==> src/rtl/demux2_stream.sv <==
// 1-to-2 packet stream demultiplexer. The lane is chosen from i_sel on the first beat and held until i_last.
// Optional per-lane beat counters are compiled in only when DEMUX2_STREAM_CNT_EN is defined.
module demux2_stream #(
  parameter int WIDTH = 8,
  parameter int CNT_W = 16
) (
  input  logic             i_clk,
  input  logic             i_rst_n,
  input  logic [WIDTH-1:0] i_data,
  input  logic             i_valid,
  input  logic             i_last,
  input  logic             i_sel,
  output logic             o_ready,
  output logic [WIDTH-1:0] o_data0,
  output logic [WIDTH-1:0] o_data1,
  output logic             o_valid0,
  output logic             o_valid1,
  output logic             o_last0,
  output logic             o_last1,
  input  logic             i_ready0,
  input  logic             i_ready1,
  input  logic             i_cnt_clr,
  output logic [CNT_W-1:0] o_cnt0,
  output logic [CNT_W-1:0] o_cnt1
);

  typedef enum logic [1:0] {
    IDLE  = 2'd0,
    LOCK0 = 2'd1,
    LOCK1 = 2'd2
  } state_t;

  state_t state, state_nxt;

  logic tgt;
  logic tgt_busy;
  logic accept;
  logic load0;
  logic load1;

  // NOTE: every signal assigned in always_comb gets a default first, so no path can infer a latch.
  always_comb begin
    state_nxt = state;
    tgt       = i_sel;

    unique case (state)
      IDLE:    tgt = i_sel;
      LOCK0:   tgt = 1'b0;
      LOCK1:   tgt = 1'b1;
      default: tgt = i_sel;
    endcase

    // A lane can take a beat if its register is empty or drains this same cycle.
    tgt_busy = tgt ? (o_valid1 & ~i_ready1) : (o_valid0 & ~i_ready0);
    o_ready  = i_rst_n & ~tgt_busy;
    accept   = i_valid & o_ready;
    load0    = accept & ~tgt;
    load1    = accept & tgt;

    if (accept) begin
      if (i_last) state_nxt = IDLE;
      else        state_nxt = tgt ? LOCK1 : LOCK0;
    end
  end

  // NOTE: sequential state uses non-blocking assignments so all flops update from pre-edge values.
  always_ff @(posedge i_clk or negedge i_rst_n) begin
    if (!i_rst_n) state <= IDLE;
    else          state <= state_nxt;
  end

  always_ff @(posedge i_clk or negedge i_rst_n) begin
    if (!i_rst_n) begin
      o_valid0 <= 1'b0;
      o_data0  <= '0;
      o_last0  <= 1'b0;
    end else if (load0) begin
      o_valid0 <= 1'b1;
      o_data0  <= i_data;
      o_last0  <= i_last;
    end else if (i_ready0) begin
      o_valid0 <= 1'b0;
    end
  end

  always_ff @(posedge i_clk or negedge i_rst_n) begin
    if (!i_rst_n) begin
      o_valid1 <= 1'b0;
      o_data1  <= '0;
      o_last1  <= 1'b0;
    end else if (load1) begin
      o_valid1 <= 1'b1;
      o_data1  <= i_data;
      o_last1  <= i_last;
    end else if (i_ready1) begin
      o_valid1 <= 1'b0;
    end
  end

`ifdef DEMUX2_STREAM_CNT_EN
  // A clear that coincides with an accept counts that beat, so the lane restarts at 1.
  always_ff @(posedge i_clk or negedge i_rst_n) begin
    if (!i_rst_n) begin
      o_cnt0 <= '0;
      o_cnt1 <= '0;
    end else if (i_cnt_clr) begin
      o_cnt0 <= load0 ? CNT_W'(1) : '0;
      o_cnt1 <= load1 ? CNT_W'(1) : '0;
    end else begin
      if (load0) o_cnt0 <= o_cnt0 + CNT_W'(1);
      if (load1) o_cnt1 <= o_cnt1 + CNT_W'(1);
    end
  end
`else
  logic unused_cnt_clr;
  assign unused_cnt_clr = i_cnt_clr;
  assign o_cnt0 = '0;
  assign o_cnt1 = '0;
`endif

endmodule

==> config.mk <==
export PLATFORM = sky130hd
export DESIGN_NAME = demux2_stream
export DESIGN_NICKNAME = d
export VERILOG_FILES = /design/src/rtl/demux2_stream.sv
export SDC_FILE = /design/constraint.sdc
export NUM_CORES = 1
export LEC_CHECK = 0
export BUFFER_PORTS_ARGS = -buffer_cell sky130_fd_sc_hd__buf_2
export CAP_MARGIN = 20
export CORE_MARGIN = 3
export CORE_UTILIZATION = 42
export DETAILED_ROUTE_END_ITERATION = 6
export PLACE_DENSITY = 0.78
export SLEW_MARGIN = 20
export SYNTH_ARGS = -nofsm -noshare
export SYNTH_HDL_FRONTEND = slang
export SYNTH_SLANG_ARGS = --single-unit
==> constraint.sdc <==
create_clock -name i_clk -period 2.3 [get_ports i_clk]
set_clock_uncertainty 0.2 [all_clocks]
set_input_delay 0.46 -clock i_clk [delete_from_list [all_inputs] [get_ports i_clk]]
set_output_delay 0.46 -clock i_clk [all_outputs]
set_load 0.02 [all_outputs]
==> out/qor.csv <==
stage,metric,value,unit
synthesis,synth.yosys.seq_area_share,47.9,%
worst_setup_path,critPathLaunch,state[0],
power_and_ir_drop,p_comb_share,50.0,%
floorplanning,die_x,58.3,um
grt,antenna_found_initial,0,
cts,numCtsBuffers,3,
route,viasPerCell,4.53,
finish,fill_cells,231,
grt,grt_usage,13.2,%
placement,post-place-ws,0.123,ns
finish,nets,156,
worst_hold_path,hold_path_class,primary input to flip-flop,
floorplanning,rows,18,
route,ant_nets,0,
grt,grt_pass1_wl,3460,um
finish,drive_above_1_share,50.7,%
run_status,outcome,"finished, violations left",
route,drtPass1Iterations,2,
finish,syn2layout_area_growth,22.0,%
grt,grt_overflow_total,0,
synthesis,yosysWarnings,0,
floorplanning,start_util,45.1,%
synthesis,yosys_register_bits,22,
cts,clockBufferDepth,2,
floorplanning,die-area,3400,sq um
timing,fin_ws,-0.0420,ns
route,dr.first_iter.drc_count,10,
cts,clkSinkCount,22,
synthesis,synth_cell_types,19,
power_and_ir_drop,power.share.switching,38.2,%
power_and_ir_drop,power_density,1360,nW/um^2
cts,cts_root_buf,clkbuf_4,
route,post_drt_wl_per_cell,12.4,um
run_status,violations,setup timing,
route,drc,0,
timing,fmax,427,MHz
route,num_vias,761,
worst_setup_path,endpoint_kind,output pin,
worst_setup_path,r2r_start,state[0],
worst_setup_path,crit_type,flip-flop to output pin,
route,drt_wl_total,2080,um
grt,first_global_vias,764,
power_and_ir_drop,p_clk_share,15.0,%
timing,min_period,2.34,ns
job,drv_cap,0,
worst_setup_path,crit_arrival,1.68,ns
timing,rsz0062_at_grt,yes,
timing,hold_viol_final,0,
worst_setup_path,endpoint,o_ready,
cts,clk_latency,0.30,ns
power_and_ir_drop,seq_power_share,34.9,%
floorplanning,core,2540,sq um
cts,cts_tree,built,
timing,post-route-period-util,102,%
placement,dp_hpwl,1600,um
synthesis,syn_area_per_cell,12.4,sq um
placement,gp_congestion,0.665,
power_and_ir_drop,cellInternalPower,1.18,mW
synthesis,synthCells,93,
timing,setup_viol,1,
timing,final_max_slew_viol_count,0,
worst_setup_path,cp_max_fo,2,
floorplanning,ioPinCount,69,
worst_setup_path,rr_endpoint,o_data0[2],
power_and_ir_drop,finalPower,1.91,mW
finish,diodes,0,
floorplanning,die_y,58.3,um
worst_setup_path,cp.required,1.64,ns
placement,io_buffer_count,35,
placement,dpl-instance-area,1270,sq um
worst_setup_path,reg2reg_depth,7,
synthesis,synth_area,1150,sq um
power_and_ir_drop,vdd_drop_max,0.785,mV
power_and_ir_drop,leakagePower,0.713,nW
finish,finish.instance_area,1400,sq um
power_and_ir_drop,power.switching,729,uW
worst_setup_path,critPathLaunchType,flip-flop,
cts,cts.clk_slew.worst_paths,0.12,ns
cts,htreeDepth,1,
grt,grt_max_degree,15,
worst_setup_path,ff2ff_setup_slack,0.12,ns
finish,utilization,55.1,%
[power groups by stage]
| stage | clock [mW] | sequential, mW | combinational, mW |
|---|---|---|---|
| 3_3_place_gp | 0 | 0.663 | 0.829 |
| 6_report | 0.287 | 0.668 | 0.956 |
| 5_1_grt | 0.323 | 0.697 | 1.02 |
| 4_1_cts | 0.300 | 0.672 | 0.948 |
| 3_5_place_dp | 0 | 0.673 | 0.855 |
| 2_1_floorplan | 0 | 0.883 | 0.401 |
[logic make-up after synthesis]
family                   after synthesis  share of synthesized area, %
multiplexers                          21                          20.7
adder cells (fa/ha/maj)                1                          1.09
AND/OR/NAND/NOR                       10                          5.67
flip-flops                            22                          47.9
buffers and inverters                 34                          21.7
other                                  1                         0.326
AO/OA/AOI/OAI                          4                          2.61
[registers in the layout (all words and copies together), names as in the netlist]
signal / cells
state: 2
o_valid1: 1
o_data0: 8
o_last1: 1
o_last0: 1
o_data1: 8
o_valid0: 1
[synthesized netlist by cell type]
| cell | count | area [sq um] |
|---|---|---|
| buf_2 | 1 | 5.00 |
| nor3_1 | 1 | 5.00 |
| nor2b_1 | 1 | 6.26 |
| and3_1 | 1 | 6.26 |
| nor4_1 | 1 | 6.26 |
| mux2i_1 | 2 | 20.0 |
| inv_1 | 1 | 3.75 |
| mux2_4 | 1 | 15.0 |
| o21bai_1 | 2 | 15.0 |
| ha_1 | 1 | 12.5 |
| o31ai_1 | 2 | 15.0 |
| nand2_1 | 3 | 11.3 |
| nor3_4 | 1 | 16.3 |
| dfrtp_1 | 22 | 551 |
| or2_2 | 1 | 6.26 |
| buf_4 | 32 | 240 |
| mux2_2 | 18 | 203 |
| and2b_1 | 1 | 7.51 |
| conb_1 | 1 | 3.75 |
[layer usage]
layer,wire [um],part of all wire (%),up-vias,global-route usage (%)
met4,0,0,0,3.97
met2,1040,50,56,22.5
li1,-,-,338,-
met1,800,39,367,16.7
met3,234,11,0,3.07
met5,0,0,-,0
[per-stage QoR]
stage	std cells	hold WS (ns)	TNS [ns]
after floorplan	124	-0.0356	0
after global placement	159	0.126	0
after detailed placement	159	0.138	0
after CTS	167	0.156	-0.0626
after global routing	168	0.152	-0.120
final	168	0.173	-0.0420
[area by class of cell]
cell class,instances,area [sq um],share of cell area [%]
Tap cell,30,37.5,2.68
Sequential cell,22,551,39.3
Multi-Input combinational cell,68,498,35.5
Clock inverter,1,30.0,2.14
Timing Repair Buffer,43,259,18.5
Inverter,1,3.75,0.268
Clock buffer,3,22.5,1.61
[worst min-delay path by stage]
stage / from / end / cells after the start
3_5_place_dp: i_rst_n / state[0] / 1
2_1_floorplan: i_rst_n / o_data0[0] / 0
3_3_place_gp: i_rst_n / o_data1[4] / 1
4_1_cts: i_last / state[1] / 2
5_1_grt: i_last / state[1] / 2
6_report: i_last / state[1] / 2
[critical path: stages (launching register included)]
cell,delay [ns]
dfrtp_1,0.37
inv_1,0.07
ha_4,0.30
mux2_4,0.31
nand2_2,0.05
and3_4,0.17
buf_6,0.11
[timing repair]
action	CTS	global route
hold buffers	2	0
pin swaps	0	3
setup buffers	2	1
resized for setup	4	3
hold endpoints to repair	8	0
endpoints found under the setup margin	1	8
[placed cells by master (no fill, tap or decap), types with 2 or more instances in the layout]
cell | synthesis | final
buf_4 | 32 | 5
dlygate4sd3_1 | 0 | 2
conb_1 | 1 | 32
mux2_2 | 18 | 18
buf_2 | 1 | 34
o31ai_1 | 2 | 2
o21bai_1 | 2 | 2
nand2_1 | 3 | 2
dfrtp_1 | 22 | 22
clkbuf_4 | 0 | 3
Note: power is estimated with default switching activity, not from simulation.
